<file path="config.mk">
export PLATFORM = sky130hd
export DESIGN_NAME = restoring_divider
export DESIGN_NICKNAME = d
export VERILOG_FILES = /design/src/rtl/restoring_divider.sv
export SDC_FILE = /design/constraint.sdc
export NUM_CORES = 1
export LEC_CHECK = 0
export ABC_AREA = 0
export BUFFER_PORTS_ARGS = -buffer_cell sky130_fd_sc_hd__buf_2
export CAP_MARGIN = 20
export CORE_MARGIN = 3
export CORE_UTILIZATION = 59
export CTS_BUF_LIST = sky130_fd_sc_hd__clkbuf_8
export DETAILED_ROUTE_END_ITERATION = 12
export GPL_TIMING_DRIVEN = 0
export PLACE_DENSITY_LB_ADDON = 0.05
export SYNTH_ARGS = -nofsm -noshare
export SYNTH_HDL_FRONTEND = slang
export SYNTH_SLANG_ARGS = --single-unit
</file>
<file path="constraint.sdc">
create_clock -name clk -period 3.2 [get_ports clk]
set_clock_uncertainty 0.05 [all_clocks]
set_input_delay 0.16 -clock clk [delete_from_list [all_inputs] [get_ports clk]]
set_output_delay 0.16 -clock clk [all_outputs]
set_load 0.02 [all_outputs]
</file>
<file path="src/rtl/restoring_divider.sv">
// 16-bit unsigned restoring divider: one quotient bit per cycle over 16 ITER cycles.
// Divide-by-zero bypasses iteration and reports quotient all-ones with the dividend as remainder.
module restoring_divider (
   input  logic        clk,
   input  logic        rst_n,
   input  logic        start,
   input  logic [15:0] dividend,
   input  logic [15:0] divisor,
   output logic [15:0] quotient,
   output logic [15:0] remainder,
   output logic        busy,
   output logic        done,
   output logic        dbz
);

   typedef enum logic [1:0] {StIdle, StIter, StDone} state_e;

   state_e      state_q, state_d;
   logic [16:0] a_q, a_d;
   logic [15:0] q_q, q_d;
   logic [15:0] m_q, m_d;
   logic [4:0]  count_q, count_d;
   logic [15:0] quotient_q, quotient_d;
   logic [15:0] remainder_q, remainder_d;
   logic        dbz_q, dbz_d;

   logic [16:0] a_sh, diff, a_it;
   logic [15:0] q_it;

   always_comb begin
      // One restoring step on the shifted partial remainder; diff[16] flags a negative trial.
      a_sh = {a_q[15:0], q_q[15]};
      diff = a_sh - {1'b0, m_q};
      if (diff[16]) begin
         a_it = a_sh;
         q_it = {q_q[14:0], 1'b0};
      end else begin
         a_it = diff;
         q_it = {q_q[14:0], 1'b1};
      end

      state_d     = state_q;
      a_d         = a_q;
      q_d         = q_q;
      m_d         = m_q;
      count_d     = count_q;
      quotient_d  = quotient_q;
      remainder_d = remainder_q;
      dbz_d       = dbz_q;

      case (state_q)
         StIdle, StDone: begin
            if (start) begin
               if (divisor == 16'd0) begin
                  quotient_d  = 16'hFFFF;
                  remainder_d = dividend;
                  dbz_d       = 1'b1;
                  state_d     = StDone;
               end else begin
                  m_d     = divisor;
                  q_d     = dividend;
                  a_d     = 17'd0;
                  count_d = 5'd16;
                  dbz_d   = 1'b0;
                  state_d = StIter;
               end
            end else if (state_q == StDone) begin
               state_d = StIdle;
            end
         end
         StIter: begin
            a_d     = a_it;
            q_d     = q_it;
            count_d = count_q - 5'd1;
            if (count_q == 5'd1) begin
               quotient_d  = q_it;
               remainder_d = a_it[15:0];
               state_d     = StDone;
            end
         end
         default: state_d = StIdle;
      endcase
   end

   always_ff @(posedge clk) begin
      if (!rst_n) begin
         state_q     <= StIdle;
         a_q         <= 17'd0;
         q_q         <= 16'd0;
         m_q         <= 16'd0;
         count_q     <= 5'd0;
         quotient_q  <= 16'd0;
         remainder_q <= 16'd0;
         dbz_q       <= 1'b0;
      end else begin
         state_q     <= state_d;
         a_q         <= a_d;
         q_q         <= q_d;
         m_q         <= m_d;
         count_q     <= count_d;
         quotient_q  <= quotient_d;
         remainder_q <= remainder_d;
         dbz_q       <= dbz_d;
      end
   end

   assign quotient  = quotient_q;
   assign remainder = remainder_q;
   assign dbz       = dbz_q;
   assign busy      = (state_q == StIter);
   assign done      = (state_q == StDone);

endmodule

</file>
; ---- Word-level counts from Yosys, hierarchy flattened
; Index checks and enable logic that the tools add are counted.
[op_classes]
mux = 25
magnitude_cmp = 0
mul = 0
n_div = 0
n_addsub = 2
shift = 0
n_eq_ne = 8
reduce_logical = 9
n_bitwise = 1
[ops]
columns = operator, n
row1 = $mux W16, 11
row2 = $pmux W16 S2, 4
row3 = $sub A17 B16 Y17, 1
row4 = $logic_not A16 Y1, 1
row5 = $mux W5, 2
row6 = $pmux W5 S2, 1
row7 = $mux W2, 4
row8 = $ne A2 B2 Y1 const B, 3
row9 = $reduce_and A3 Y1, 2
row10 = $eq A5 B1 Y1 const B, 1
row11 = $sub A5 B1 Y5 const B, 1
row12 = $pmux W2 S2, 1
row13 = $reduce_and A2 Y1, 2
row14 = $reduce_and A4 Y1, 1
row15 = $ne A3 B3 Y1 const B, 1
row16 = $eq A2 B1 Y1 const B, 1
row17 = $eq A2 B2 Y1 const B, 1
row18 = $logic_not A2 Y1, 1
row19 = $mux W1, 2
row20 = $ne A2 B1 Y1 const B, 1
row21 = $reduce_bool A2 Y1, 1
row22 = $reduce_or A2 Y1, 1
row23 = $not A1 Y1, 1
[totals]
elab_cells = 53
latchBits = 0
ramBits = 0
output_inout_bits = 35
reg_bits = 88
memories = 0
input_bits = 35
romBits = 0

; ---- Depth between registers and ports, before layout
[logic_depth]
depth_word = 4
depth_mapped = 13

; ---- Worst setup path before layout
; No wires, ideal clock.
[synth_timing]
path_type = reg2reg
from = register q_q[15]
to = register remainder_q[0], in the netlist remainder[0]
slack_ns = 0.671
arrival_ns = 2.400
stages_incl_launch_ff = 12
cell_sequence = dfxtp_1 > inv_1 > ha_1 > inv_1 > fa_1 > a211oi_1 > o21ai_1 > nand4_2 > a21boi_2 > nor2_4 > mux2_1 > a211oi_2
[synth_between]
elab_chain_cells = 4
[synth_rtl]
columns = item, line
row1 = start: declaration, 20  ; logic [15:0] q_q, q_d;
row2 = start signal: assignment, 98  ; q_q <= q_d;
row3 = $sub A17 B16 Y17, 33  ; diff = a_sh - {1'b0, m_q};
row4 = $mux W16 (*), 34  ; if (diff[16]) begin
row5 = $mux W16 (*), 75  ; if (count_q == 5'd1) begin
row6 = $pmux W16 S2 (*), 51  ; case (state_q)
row7 = end signal: assignment, 102  ; remainder_q <= remainder_d;
row8 = end: declaration, 24  ; logic [15:0] remainder_q, remainder_d;
; Mark *: on every way between the ends. The rest lies on a longest branch, timed or not. The select of a mux whose other input is x is not followed.
; A chain may end at the register's enable or synchronous reset.

; ---- Worst setup path after layout
[layout_timing]
from = register m_q[0]
to = register remainder_q[8], in the netlist remainder[8]
[layout_between]
elab_chain_cells = 4
[layout_rtl]
columns = item, line
row1 = start: declaration, 21  ; logic [15:0] m_q, m_d;
row2 = start signal: assignment, 99  ; m_q <= m_d;
row3 = $sub A17 B16 Y17, 33
row4 = $mux W16, 34
row5 = $mux W16, 75
row6 = $pmux W16 S2, 51
; No other way between the ends. The select of a mux whose other input is x is not followed.

==> flow_summary.json <==
{
  "holdPathEnd": "state_q[1]",
  "syn_area_per_cell_um2": 7.81,
  "r2r-end": "remainder[8]",
  "synth_nets": 637,
  "async_flop_share_pct": 0,
  "pwr-share-seq_pct": 27.5,
  "rsz0062_at_grt": "no",
  "routed-via-count": 4769,
  "die-area_mm2": 0.00881,
  "peakVddDrop_mv": 0.588,
  "drv_slew": 0,
  "crit_type": "reg2reg",
  "routed_wl_um": 14000,
  "syn_inst": 583,
  "grt.met1_usage_pct": 44.8,
  "period_share_pct": 90.9,
  "relSlewSlack_pct": 49.8,
  "numCtsBuffers": 9,
  "grt_pass1_wl_um": 21900,
  "worstMarginPinSlew_ns": 0.750,
  "gr-usage-met3_pct": 6.25,
  "r2r_setup_slack_ns": 0.29,
  "end_kind": "flip-flop",
  "tns_ns": 0,
  "ys_seq_elements": 88,
  "reg2reg_from": "m_q[0]",
  "drive_gt1_share_pct": 16.2,
  "nNetsFinal": 734,
  "stdcell_count": 784,
  "row_count": 31,
  "synth_area_mm2": 0.00455,
  "start_kind": "flip-flop",
  "initial_utilization_pct": 61.8,
  "hold_viol": 0,
  "die_height_um": 93.8,
  "cts_tree": "done",
  "track_usage_pct": 32.1,
  "synth-main-ff-cell": "dfxtp_1",
  "drt_iter0_markers": 471,
  "swShare_pct": 45.6,
  "insertion_delay_ns": 0.37,
  "fin_crit_ns": 2.91,
  "gp_congestion": 0.958,
  "drc": 0,
  "synth_edf_count": 0,
  "cp.arrival_ns": 3.17,
  "p_sw_mw": 2.23,
  "cts.sink_count": 88,
  "antenna_found_initial": 0,
  "cap_viol_max_count": 0,
  "outcome": "completed",
  "p_clk_share_pct": 17.0,
  "dp_hpwl_um": 10500,
  "grt_max_degree": 18,
  "io_buffers": 68,
  "p_int_mw": 2.65,
  "ys_warn_count": 0,
  "die_x_um": 93.8,
  "ant_nets": 0,
  "combPwrFrac_pct": 55.5,
  "area_growth_pct": 18.9,
  "placed_cells": 750,
  "io-pin-count": 70,
  "ys_types": 61,
  "hp-start": "start",
  "diodes": 0,
  "seq_area_frac_synth_pct": 38.7,
  "routed_via_density": 6.08,
  "wl_per_cell_um": 17.8,
  "setup_viol": 0,
  "p_leak_nw": 2.19,
  "critPathMaxFanout": 10,
  "final_cell_mix": "nand2_1 (92), dfxtp_1 (88), buf_2 (70)",
  "core_mm2": 0.00737,
  "p_per_area_mw_per_mm2": 903,
  "grt_pass1_vias": 4432,
  "clk_path_buf_depth": 2,
  "overflow": 0,
  "clkTransAtPathRegs_ns": 0.10,
  "busiest_layer": "met2",
  "final_common_cell": "nand2_1",
  "clock_tree.root_cell": "clkbuf_8",
  "fmax_mhz": 344,
  "globalRouteMet2Util_pct": 50.3,
  "post_cts_buffers": 0,
  "cp.required_ns": 3.46,
  "cts-htree-levels": 3,
  "reg2reg_depth": 11,
  "firstDrtPassIters": 5,
  "whs_path_depth": 2,
  "hold_path_class": "in2reg"
}
==> routing by layer <==
metal  up-vias  share of wire (%)
li1       2270                  -
met1      2260                 45
met2       217                 45
met3        22                8.0
met4         0                1.8
met5         -                  0
==> metrics by stage <==
step           hold WS, ns  cell area (µm²)  worst slack (ns)  power, mW  util, %
6_report           0.00820             5410             0.290       4.88     73.4
3_5_place_dp         0.368             5020             0.213       3.99     68.1
4_1_cts            0.00286             5390             0.178       4.82     73.1
3_3_place_gp         0.364             5020             0.208       3.93     68.1
5_1_grt             0.0104             5410             0.134       5.14     73.4
2_1_floorplan        0.246             4550             0.671       3.34        -
==> Yosys cell counts (3+ instances only) <==
master,n,area (µm²)
nand2_1,92,345
o21ai_0,52,260
inv_1,22,82.6
o211ai_1,4,30.0
nand3_1,10,50.1
ha_1,18,225
mux2i_1,7,70.1
a21oi_1,48,240
nor4_1,6,37.5
nor2b_1,4,25.0
xnor2_1,3,26.3
dfxtp_1,88,1760
nor3_1,11,55.1
o21a_1,7,52.6
and4_1,3,26.3
a311oi_1,15,131
nand4_1,6,37.5
a211oi_1,11,82.6
o21ai_1,4,20.0
clkbuf_1,31,116
nor2_1,68,255
o31ai_1,4,30.0
a21oi_2,3,26.3
inv_2,3,11.3
a31oi_1,11,68.8
xor2_1,4,35.0
nand2b_1,4,25.0
==> kinds of logic (layout without fill, tap and decap cells) <==
family | after synthesis | after routing | share of synthesized area, %
xor gates and xnor gates | 7 | 7 | 1.35
DFF | 88 | 88 | 38.7
and+or+nand+nor | 216 | 216 | 21.1
AOI/OAI and AO/OA | 182 | 182 | 25.9
muxes | 9 | 9 | 2.03
buffers and inverters | 62 | 164 | 5.58
adders and majority gates | 19 | 19 | 5.39
==> worst max-delay path, cell delays in order (launching register included) <==
cell,delay (ns)
dfxtp_1,0.39
ha_1,0.20
inv_1,0.06
fa_1,0.44
a211oi_2,0.31
o21ai_1,0.18
nand4_2,0.15
a21boi_2,0.09
nor2_4,0.30
buf_4,0.26
o2111ai_1,0.22
a31oi_1,0.20
==> registers in the layout, indices dropped and copies added (netlist names) <==
signal,count
dbz,1
a_q,16
quotient,16
q_q,16
state_q,2
m_q,16
count_q,5
remainder,16
==> timing repair <==
action / 4_1_cts / 5_1_grt
gates resized for setup: 0 / 1
hold buffers: 16 / 1
hold endpoints to repair: 16 / 1
setup endpoints to repair: 0 / 7
==> power by group through the flow <==
stage	registers [mW]	clock network [mW]	logic (mW)
after floorplan	1.34	0	2.00
after global placement	1.36	0	2.58
after detailed placement	1.36	0	2.63
after CTS	1.34	0.830	2.66
after global routing	1.36	0.869	2.92
final	1.34	0.831	2.71
==> worst max path at each step <==
stage	start	endpoint	slack [ns]
3_5_place_dp	q_q[15]	remainder[8]	0.21
5_1_grt	q_q[15]	a_q[5]	0.13
6_report	m_q[0]	remainder[8]	0.29
3_3_place_gp	q_q[15]	a_q[8]	0.21
4_1_cts	m_q[0]	remainder[8]	0.18
2_1_floorplan	q_q[15]	remainder[0]	0.67
==> area by class of cell <==
| type | instances | area (µm²) |
|---|---|---|
| Fill cell | 606 | 1960 |
| Buffer | 37 | 160 |
| Sequential cell | 88 | 1760 |
| Clock inverter | 7 | 87.6 |
| Clock buffer | 9 | 124 |
| Inverter | 25 | 93.8 |
| Tap cell | 99 | 124 |
| Timing Repair Buffer | 86 | 518 |
| Multi-Input combinational cell | 433 | 2540 |
Power figures use the tool's default switching activity.
